[src/rtl/animation_sequencer.sv]
// Sequences a transaction animation: PROC_STEPS process draws, then optionally TRAVEL_STEPS
// travel draws, handshaking each draw with the screen datapath; supports abort and a watchdog.
module animation_sequencer #(
    parameter int unsigned PROC_STEPS     = 5,
    parameter int unsigned TRAVEL_STEPS   = 5,
    parameter int unsigned STEP_W         = 3,
    parameter int unsigned TIMEOUT_CYCLES = 50_000_000,
    parameter int unsigned TO_W           = 26
) (
    input  logic              clock,
    input  logic              resetn,
    input  logic              start_animation,
    input  logic              skip_travel,
    input  logic              done_step,
    input  logic              done_travel,
    input  logic              return_signal,
    output logic              load_screen,
    output logic [STEP_W-1:0] step,
    output logic [STEP_W-1:0] travel,
    output logic              busy,
    output logic              finished_transaction,
    output logic              aborted,
    output logic              timeout_err
);

    typedef enum logic [2:0] {
        StIdle,
        StLoadStep,
        StWaitStep,
        StLoadTravel,
        StWaitTravel,
        StFinish,
        StHold
    } state_t;

    localparam logic [STEP_W-1:0] PROC_LAST   = STEP_W'(PROC_STEPS - 1);
    localparam logic [STEP_W-1:0] TRAVEL_LAST = STEP_W'(TRAVEL_STEPS - 1);
    localparam logic [TO_W-1:0]   WD_LAST     = TO_W'(TIMEOUT_CYCLES - 1);

    state_t              state_q, state_d;
    logic [STEP_W-1:0]   step_q, step_d;
    logic [STEP_W-1:0]   travel_q, travel_d;
    logic                skip_q, skip_d;
    logic [TO_W-1:0]     wd_q, wd_d;
    logic                aborted_q, aborted_d;
    logic                terr_q, terr_d;
    logic                running;

    assign running = (state_q == StLoadStep) || (state_q == StWaitStep) ||
                     (state_q == StLoadTravel) || (state_q == StWaitTravel);

    always_comb begin
        state_d   = state_q;
        step_d    = step_q;
        travel_d  = travel_q;
        skip_d    = skip_q;
        wd_d      = wd_q;
        aborted_d = 1'b0;
        terr_d    = terr_q;

        unique case (state_q)
            StIdle: begin
                if (start_animation) begin
                    step_d   = '0;
                    travel_d = '0;
                    skip_d   = skip_travel;
                    terr_d   = 1'b0;
                    state_d  = StLoadStep;
                end
            end
            StLoadStep: begin
                wd_d    = '0;
                state_d = StWaitStep;
            end
            StWaitStep: begin
                // A done arriving on the expiry cycle still counts as success.
                if (done_step) begin
                    if (step_q == PROC_LAST) begin
                        state_d = skip_q ? StFinish : StLoadTravel;
                    end else begin
                        step_d  = step_q + STEP_W'(1);
                        state_d = StLoadStep;
                    end
                end else if (wd_q == WD_LAST) begin
                    terr_d   = 1'b1;
                    step_d   = '0;
                    travel_d = '0;
                    state_d  = StIdle;
                end else begin
                    wd_d = wd_q + TO_W'(1);
                end
            end
            StLoadTravel: begin
                wd_d    = '0;
                state_d = StWaitTravel;
            end
            StWaitTravel: begin
                if (done_travel) begin
                    if (travel_q == TRAVEL_LAST) begin
                        state_d = StFinish;
                    end else begin
                        travel_d = travel_q + STEP_W'(1);
                        state_d  = StLoadTravel;
                    end
                end else if (wd_q == WD_LAST) begin
                    terr_d   = 1'b1;
                    step_d   = '0;
                    travel_d = '0;
                    state_d  = StIdle;
                end else begin
                    wd_d = wd_q + TO_W'(1);
                end
            end
            StFinish: begin
                state_d = StHold;
            end
            StHold: begin
                if (return_signal) begin
                    state_d = StIdle;
                end
            end
            default: begin
                state_d = StIdle;
            end
        endcase

        // User abort overrides both a done and a watchdog expiry in the same cycle.
        if (running && return_signal) begin
            state_d   = StIdle;
            step_d    = '0;
            travel_d  = '0;
            wd_d      = wd_q;
            terr_d    = terr_q;
            aborted_d = 1'b1;
        end
    end

    always_ff @(posedge clock) begin
        if (!resetn) begin
            state_q   <= StIdle;
            step_q    <= '0;
            travel_q  <= '0;
            skip_q    <= 1'b0;
            wd_q      <= '0;
            aborted_q <= 1'b0;
            terr_q    <= 1'b0;
        end else begin
            state_q   <= state_d;
            step_q    <= step_d;
            travel_q  <= travel_d;
            skip_q    <= skip_d;
            wd_q      <= wd_d;
            aborted_q <= aborted_d;
            terr_q    <= terr_d;
        end
    end

    assign load_screen          = (state_q == StLoadStep) || (state_q == StLoadTravel);
    assign busy                 = (state_q != StIdle);
    assign finished_transaction = (state_q == StFinish);
    assign aborted              = aborted_q;
    assign timeout_err          = terr_q;
    assign step                 = step_q;
    assign travel               = travel_q;

endmodule

[config.mk]
export PLATFORM = sky130hd
export DESIGN_NAME = animation_sequencer
export DESIGN_NICKNAME = d
export VERILOG_FILES = /design/src/rtl/animation_sequencer.sv
export SDC_FILE = /design/constraint.sdc
export NUM_CORES = 1
export LEC_CHECK = 0
export BUFFER_PORTS_ARGS = -buffer_cell sky130_fd_sc_hd__buf_2
export CAP_MARGIN = 40
export CORE_ASPECT_RATIO = 0.75
export CORE_UTILIZATION = 54
export CTS_BUF_LIST = sky130_fd_sc_hd__clkbuf_16
export CTS_CLUSTER_SIZE = 25
export DETAILED_ROUTE_END_ITERATION = 7
export PLACE_DENSITY = 0.76
export SLEW_MARGIN = 20
export SYNTH_ARGS = -nofsm -noshare
export SYNTH_HDL_FRONTEND = slang
export SYNTH_SLANG_ARGS = --single-unit
[constraint.sdc]
create_clock -name clock -period 1.8 [get_ports clock]
set_input_delay 0.27 -clock clock [delete_from_list [all_inputs] [get_ports clock]]
set_output_delay 0.27 -clock clock [all_outputs]
set_load 0.005 [all_outputs]
==> impl_metrics.ini, run 1 <==
[detailed_routing]
drc = 0
post_drt_wl_per_cell_um = 16.9
vias = 2388
antenna_left = 0
wl_um = 6380
routed_via_density = 6.32
firstDrtPassIters = 5
initialDrtViolationCount = 237

[synthesis]
syn_nets = 287
synth_common_cells = dfxtp_1 (38), a21oi_1 (31), nand2_1 (21)
yosysTopAreaCellShare = 0.338
ys_top_cells_by_area = dfxtp_1 (34%), a21oi_1 (6.9%), o31ai_1 (5.3%)
synth-edff-count = 0
yosysSeqAreaShare = 0.338
netlist_area_um2 = 2250
yosysTopAreaCell = dfxtp_1
ys_seq_elements = 38
synth_async_sr_flop_share = 0
yosysMostFrequentCell = dfxtp_1
yosys_warnings = 0
synth_ff_type = dfxtp_1
yosysUniqueCellTypes = 53
avgSynthCellArea_um2 = 8.18
postSynthCellCount = 275

[floorplan]
die_x_um = 76.5
design.die.area_um2 = 4430
row_count = 19
pin_count = 18
core-area_um2 = 3830
die_h_um = 57.9
initial_core_util = 0.588

[timing]
max_freq_mhz = 527
finalSetupViolations = 15
setup_ws_ps = -96.4
hold_viol_final = 0
finalCriticalPeriod_ps = 1900
timing.final.crit_share = 1.05
slew_headroom = 0.765
slew_viol_final = 0
fin_skew_ps = 4.84
rsz0062_at_grt = true
fin_setup_tns_ps = -781
whs_ps = 233
tightest_slew_ps = 348

[placed_design]
place_area_um2 = 2630
place_congestion = 0.890
port_buffers = 17
hpwl_um = 4010

[global_route]
grt_pass1_vias = 1995
globalRouteMet2Util = 0.411
grt_busiest_layer = met1
antenna_found_initial = 0
track_usage = 0.285
grtUsageMet1 = 0.417
grt_overflow = 0
use_met3 = 0.0598
grt_pass1_wl_um = 9780
grt_start_max_net_pins = 29

[critical_path]
worstReg2RegStart = state_q[1]$_SDFFE_PP0P_
critPathKind = reg2reg
r2r_slack_ps = -100
critPathMaxStageDelay_ps = 510
crit_fanout = 16
cpMaxStageDelayCell = or4_4
required_ps = 2000
worstSetupEndpointType = flop
worstReg2RegEnd = wd_q[9]$_SDFFE_PN0P_
arrival_ps = 2100
reg2reg_depth = 6
worstPathCellList = or3b_4 > nor2_4 > o21ai_4 > buf_12 > or4_4 > a21oi_1
start_kind = flop

[finish]
drive_gt1_frac = 0.319
multi_input_area_um2 = 1530
diodes = 0
syn_to_final_growth_pct = 32.6
nNetsFinal = 337
fillers = 272
finalInstanceArea_um2 = 2980
final-seq-area_um2 = 766

[power]
p_leak_uw = 0.00109
p_seq_frac = 0.430
power.density_nw_per_um2 = 674
ir_worst_vdd_v = 0.000501
clkPwrFrac = 0.409
p_int_uw = 1490
switching_power_uw = 524
switching_share = 0.260
combPwrFrac = 0.161

[hold_path]
holdPathEnd = skip_q$_SDFFE_PN0P_
whs_path_depth = 3
holdCritPathClass = in2reg
holdCritStartpoint = skip_travel

[run_status]
outcome = complete, but fails checks
violations = negative setup slack

[job]
drv_cap = 0

[clocking]
cts_max_path_buffers = 2
htreeDepth = 2
clkTransAtPathRegs_ps = 60
cts.sinks = 38
cts_tree = built
numCtsBuffers = 5
clk_latency_ps = 280
root_buffer = clkbuf_16
postCtsHoldBufs = 0
-- what timing repair did --
action / in CTS / in global routing
setup buffers: 1 / 3
gates cloned: 1 / 0
setup endpoints to repair: 10 / 29
pin swaps: 6 / 9
resized for setup: 5 / 33
-- power groups by stage --
| stage | Combinational [uW] | Sequential, uW | Clock (uW) |
|---|---|---|---|
| finish | 324 | 864 | 823 |
| detailed placement | 277 | 882 | 0 |
| global placement | 275 | 881 | 0 |
| floorplan | 174 | 882 | 0 |
| CTS | 303 | 864 | 834 |
| global route | 351 | 866 | 869 |
-- area by class of cell --
cell class                 instances  share of cell area
tap                               52              0.0218
multi-input combinational        211               0.514
clock buffer                       5              0.0419
sequential                        38               0.257
clock inverter                     3             0.00419
timing repair buffer              55               0.143
inverter                          14              0.0176
-- how the worst max path moves through the flow --
stage	startpoint	endpoint	slack, ps	cells past startpoint
4_1_cts	wd_q[1]$_SDFFE_PN0P_	wd_q[18]$_SDFFE_PN0P_	-30	6
5_1_grt	wd_q[1]$_SDFFE_PN0P_	wd_q[20]$_SDFFE_PN0P_	-140	8
3_5_place_dp	state_q[1]$_SDFFE_PP0P_	wd_q[8]$_SDFFE_PN0P_	-10	6
6_report	state_q[1]$_SDFFE_PP0P_	wd_q[9]$_SDFFE_PN0P_	-100	6
2_1_floorplan	state_q[0]$_SDFFE_PP0P_	wd_q[0]$_SDFFE_PN0P_	-30	7
3_3_place_gp	state_q[1]$_SDFFE_PP0P_	wd_q[9]$_SDFFE_PN0P_	20	6
-- sequential cells by signal, summed over array words and instances (netlist names) --
signal	flops
step	3
state_q	3
travel	3
aborted	1
skip_q	1
wd_q	26
timeout_err	1
-- worst max-delay path: cells and delay by family, from the launching register on --
kind                   cells  cell delay [ps]
DFF                        1              320
and+or+nand+nor            3             1070
buffers and inverters      1              170
AOI/OAI and AO/OA          2              260
-- placed cells by master (no fill, tap or decap), types with 3 or more instances in the layout --
cell type and instances:
or4_1 5, or2_2 3, mux2i_1 5, o21ai_0 8
nand2_1 21, nor3_1 5, o21ai_1 6, and4_1 3
ha_1 4, or3_1 7, buf_12 3, inv_1 15
buf_2 17, nand3_1 7, o31ai_1 15, a21oi_2 7
a211oi_1 3, a21oi_1 24, and3_1 5, nor2_1 13
buf_4 34, clkbuf_16 5, nand4_1 13, and2_1 4
dfxtp_1 34, nor4_2 3, xnor2_1 3, or4_4 9
dfxtp_2 4
-- logic make-up after synthesis --
group,count (synthesis),synth area share
DFF,38,0.338
buffers and inverters,26,0.0539
xor gates and xnor gates,3,0.0117
adders and majority gates,5,0.0278
AOI/OAI and AO/OA,80,0.225
muxes,5,0.0222
and+or+nand+nor,118,0.321
-- per-stage QoR --
step,worst slack (ps),util,total power (uW),instances
2_1_floorplan,-28.4,-,1060,275
3_3_place_gp,24.5,0.687,1160,365
3_5_place_dp,-12.9,0.687,1160,365
4_1_cts,-26.3,0.739,2000,375
5_1_grt,-144,0.779,2090,378
6_report,-96.4,0.779,2010,378
-- metal layers --
metal / vias up / routed length [um]
li1: 1154 / -
met1: 1124 / 3020
met2: 97 / 2780
met3: 13 / 491
met4: 0 / 90
met5: - / 0
Note: power is estimated with default switching activity, not from simulation.
==> inputs of run 2 (changes only) <==
--- a/config.mk
+++ b/config.mk
@@ -8,11 +8,10 @@
 export BUFFER_PORTS_ARGS = -buffer_cell sky130_fd_sc_hd__buf_2
 export CAP_MARGIN = 40
 export CORE_ASPECT_RATIO = 0.75
-export CORE_UTILIZATION = 54
+export CORE_UTILIZATION = 30
 export CTS_BUF_LIST = sky130_fd_sc_hd__clkbuf_16
 export CTS_CLUSTER_SIZE = 25
 export DETAILED_ROUTE_END_ITERATION = 7
-export PLACE_DENSITY = 0.76
 export SLEW_MARGIN = 20
 export SYNTH_ARGS = -nofsm -noshare
 export SYNTH_HDL_FRONTEND = slang
==> impl_metrics.ini, run 2 (synthesis gave the netlist of run 1 again) <==
[timing]
fin_skew_ps = 3.83
slew_headroom = 0.756
slew_viol_final = 0
whs_ps = 236
rsz0062_at_grt = true
setup_ws_ps = 3.47
max_freq_mhz = 557
hold_viol_final = 0
timing.final.crit_share = 0.998
finalCriticalPeriod_ps = 1800
tightest_slew_ps = 363
finalSetupViolations = 0

[detailed_routing]
drc = 0
vias = 2353
initialDrtViolationCount = 114
routed_via_density = 5.40
wl_um = 6460
post_drt_wl_per_cell_um = 14.8
firstDrtPassIters = 4
antenna_left = 0

[critical_path]
cp_num_buf_inv = 1
arrival_ps = 2010
critPathMaxStageDelay_ps = 500
critPathTopFamily = simple AND/OR/NAND/NOR gates
worstSetupEndpointType = flop
required_ps = 2020
cpMaxStageDelayCell = or4_4
critPathKind = reg2reg
start_kind = flop
crit_fanout = 17
worstPathCellList = or3b_4 > nor2_4 > o21ai_4 > buf_12 > or4_4 > a21oi_2

[global_route]
antenna_found_initial = 0
grt_overflow = 0
grt_start_max_net_pins = 29
track_usage = 0.167
grt_pass1_vias = 2051
grt_pass1_wl_um = 10200

[finish]
finalInstanceArea_um2 = 3190
final_common_cell = buf_4
syn_to_final_growth_pct = 41.9
final_cells = 436
final-seq-area_um2 = 767
multi_input_area_um2 = 1550
nNetsFinal = 349
fillers = 691
largest_reg_flops = 26
drive_gt1_frac = 0.370
max_flop_register = wd_q
diodes = 0
layout_common_cells = buf_4 (46), dfxtp_1 (33), a21oi_1 (22)

[clocking]
root_buffer = clkbuf_16
clkTransAtPathRegs_ps = 60
numCtsBuffers = 5
cts_max_path_buffers = 2
htreeDepth = 2
cts_tree = built
cts.sinks = 38
clk_latency_ps = 280
postCtsHoldBufs = 0

[run_status]
outcome = finished, final reports clean

[floorplan]
core-area_um2 = 7030
row_count = 26
die_h_um = 77.0
design.die.area_um2 = 7850
initial_core_util = 0.320
die_x_um = 102
pin_count = 18

[power]
total_power_uw = 2380
power.density_nw_per_um2 = 744
ir_worst_vdd_v = 0.000352
p_leak_uw = 0.00116

[placed_design]
dp.cells = 424
hpwl_um = 4510
place_congestion = 0.837
dp_slack_ps = -29.4
place_area_um2 = 2790
port_buffers = 17

[hold_path]
holdCritPathClass = in2reg

[job]
drv_cap = 0
[run 2: changes by cell type in the layout (fill, tap and decap cells not counted), moves of 2 or more]
cell,before,now
o21ai_1,6,4
a21oi_2,7,9
o31ai_2,0,2
a21oi_1,24,22
o31ai_1,15,13
buf_4,34,46
o21ai_0,8,10
and2_1,4,2
nor3_1,5,3
nor4_1,1,3
or3_4,0,2
or3_1,7,5
bufinv_16,0,2
nor3_2,0,2
[run 2: worst paths after layout]
check	to	start	slack [ps]	cells after the start
worst max-delay path	wd_q[9]$_SDFFE_PN0P_	state_q[1]$_SDFFE_PP0P_	3	6
worst min-delay path	skip_q$_SDFFE_PN0P_	skip_travel	240	3
worst max register to register	wd_q[9]$_SDFFE_PN0P_	state_q[1]$_SDFFE_PP0P_	3	6
worst min register to register	wd_q[10]$_SDFFE_PN0P_	wd_q[10]$_SDFFE_PN0P_	490	2
[run 2: cell type report]
class	instances	area share
Multi-Input combinational cell	211	0.484
Sequential cell	38	0.240
Timing Repair Buffer	67	0.161
Clock buffer	5	0.0392
Tap cell	98	0.0384
Clock inverter	3	0.0200
Inverter	14	0.0165
[run 2: worst reg2reg max path, stage by stage, from the launching register on]
cell and delay (ps):
dfxtp_2 320, or3b_4 410, nor2_4 130, o21ai_4 90, buf_12 160, or4_4 510
a21oi_2 120
[run 2: metal layers]
layer,part of all wire,GRT usage,vias up
li1,-,-,1181
met1,0.51,0.252,1128
met2,0.44,0.225,38
met5,0,0,-
met4,0.010,0.0686,0
met3,0.040,0.0328,6
[run 2: metrics by stage]
stage           util  setup TNS [ps]
3_3_place_gp   0.397               0
2_1_floorplan      -            -218
5_1_grt        0.454            -847
3_5_place_dp   0.397           -33.6
4_1_cts        0.426               0
6_report       0.454               0
[run 2: where the power goes]
group / leakage (uW) / total, uW / internal [uW] / switching [uW]
combinational: 0.000761 / 365 / 162 / 203
clock: 0.0000915 / 1150 / 789 / 356
sequential: 0.000309 / 864 / 855 / 8.95
total: 0.00116 / 2380 / 1810 / 569
[run 2: repair_timing]
action,4_1_cts,5_1_grt
endpoints found under the setup margin,11,30
resized for setup,1,42
cloned,0,1
pin swaps,4,21
buffers inserted,1,2
==> inputs of run 3 (changes only) <==
--- a/config.mk
+++ b/config.mk
@@ -5,13 +5,14 @@
 export SDC_FILE = /design/constraint.sdc
 export NUM_CORES = 1
 export LEC_CHECK = 0
-export BUFFER_PORTS_ARGS = -buffer_cell sky130_fd_sc_hd__buf_2
+export ABC_CLOCK_PERIOD_IN_PS = 1800
 export CAP_MARGIN = 40
 export CORE_ASPECT_RATIO = 0.75
 export CORE_UTILIZATION = 30
 export CTS_BUF_LIST = sky130_fd_sc_hd__clkbuf_16
 export CTS_CLUSTER_SIZE = 25
 export DETAILED_ROUTE_END_ITERATION = 7
+export DONT_BUFFER_PORTS = 1
 export SLEW_MARGIN = 20
 export SYNTH_ARGS = -nofsm -noshare
 export SYNTH_HDL_FRONTEND = slang
==> impl_metrics.ini, run 3 (synthesis gave the netlist of run 1 again) <==
[run_status]
outcome = complete, but fails checks
violations = negative setup slack

[timing]
finalCriticalPeriod_ps = 1870
finalSetupViolations = 12
slew_headroom = 0.752
tightest_slew_ps = 366
timing.final.crit_share = 1.04
max_freq_mhz = 536
rsz0062_at_grt = true
fin_skew_ps = 4.13
hold_viol_final = 0
fin_setup_tns_ps = -479
slew_viol_final = 0
setup_ws_ps = -65.6

[floorplan]
pin_count = 18
die_x_um = 102
row_count = 26
initial_core_util = 0.320
die_h_um = 77.0
core-area_um2 = 7030
design.die.area_um2 = 7850

[placed_design]
hpwl_um = 4340
dp.cells = 407
place_area_um2 = 2690
place_congestion = 0.861
dp_slack_ps = -68.0
port_buffers = 0

[detailed_routing]
initialDrtViolationCount = 140
wl_um = 6650
firstDrtPassIters = 4
antenna_left = 0
post_drt_wl_per_cell_um = 15.6
drc = 0
vias = 2357
routed_via_density = 5.55

[power]
switching_power_uw = 540
ir_worst_vdd_v = 0.000325
total_power_uw = 2060
switching_share = 0.262
combPwrFrac = 0.184
power.density_nw_per_um2 = 645
p_seq_frac = 0.420
clkPwrFrac = 0.395
p_int_uw = 1520
p_leak_uw = 0.00112

[global_route]
track_usage = 0.161
grt_start_max_net_pins = 29
grt_pass1_vias = 1967
antenna_found_initial = 0
grt_overflow = 0
grt_pass1_wl_um = 9870

[critical_path]
worstSetupEndpointType = flop
arrival_ps = 2080
required_ps = 2010
worstReg2RegStart = state_q[0]$_SDFFE_PP0P_
critPathKind = reg2reg
start_kind = flop
crit_path_start = state_q[0]$_SDFFE_PP0P_
crit_fanout = 6

[clocking]
cts_tree = built
cts_max_path_buffers = 2
clkTransAtPathRegs_ps = 60
root_buffer = clkbuf_16
numCtsBuffers = 5
postCtsHoldBufs = 0
cts.sinks = 38
htreeDepth = 2
clk_latency_ps = 280

[finish]
diodes = 0
nNetsFinal = 339
finalInstanceArea_um2 = 3200
drive_gt1_frac = 0.367
final_common_cell = buf_4
layout_common_cells = buf_4 (49), dfxtp_1 (33), a21oi_1 (22)
max_flop_register = wd_q
final_cells = 425
largest_reg_flops = 26
syn_to_final_growth_pct = 42.2

[job]
drv_cap = 0

[hold_path]
holdCritStartpoint = resetn
holdCritPathClass = in2reg
-- run 3: changes by cell type in the layout (fill, tap and decap cells not counted), sizes merged --
cell / delta
buf: -10
clkinv: -1
bufbuf: +1
bufinv: -2
clkbuf: -1
inv: +2
-- run 3: stage by stage --
step,utilization,hold WS [ps]
after floorplan,-,403
after detailed placement,0.383,412
after global placement,0.383,406
final,0.455,127
after global routing,0.455,125
after CTS,0.415,121
-- run 3: power by group through the flow --
stage,combinational [uW],sequential [uW],clock (uW)
floorplan,174,882,0
global placement,271,884,0
detailed placement,271,885,0
CTS,313,866,835
global route,408,868,872
finish,380,867,815
-- run 3: path summary, 6_finish.rpt --
| path | to | slack [ps] | cells past startpoint |
|---|---|---|---|
| hold / removal | timeout_err$_SDFFE_PN0P_ | 130 | 1 |
| setup / recovery | wd_q[18]$_SDFFE_PN0P_ | -70 | 6 |
| hold reg to reg | wd_q[9]$_SDFFE_PN0P_ | 510 | 2 |
| setup reg to reg | wd_q[18]$_SDFFE_PN0P_ | -70 | 6 |
-- run 3: layout make-up --
cell class	instances	area, um^2
clock buffer	5	125
multi-input combinational	211	1620
fill	692	3830
tap	98	123
inverter	14	52.6
clock inverter	2	7.51
timing repair buffer	57	500
sequential	38	769
-- run 3: worst max-delay path: stages (launching register included) --
cell	delay, ps
dfxtp_2	330
or3b_4	410
nor2_4	140
o21ai_4	110
buf_6	150
or4_4	500
a21oi_1	140
-- run 3: what timing repair did --
item,in CTS,in global routing
setup buffers,4,7
gates resized for setup,8,59
setup endpoints to repair,22,33
gates cloned,1,0
pin swaps,18,31
-- run 3: per-layer routing --
metal | wire length, um | GRT usage | vias up
li1 | - | - | 1163
met1 | 3350 | 0.252 | 1120
met2 | 2780 | 0.209 | 63
met3 | 416 | 0.0419 | 11
met4 | 97 | 0.0429 | 0
met5 | 0 | 0 | -
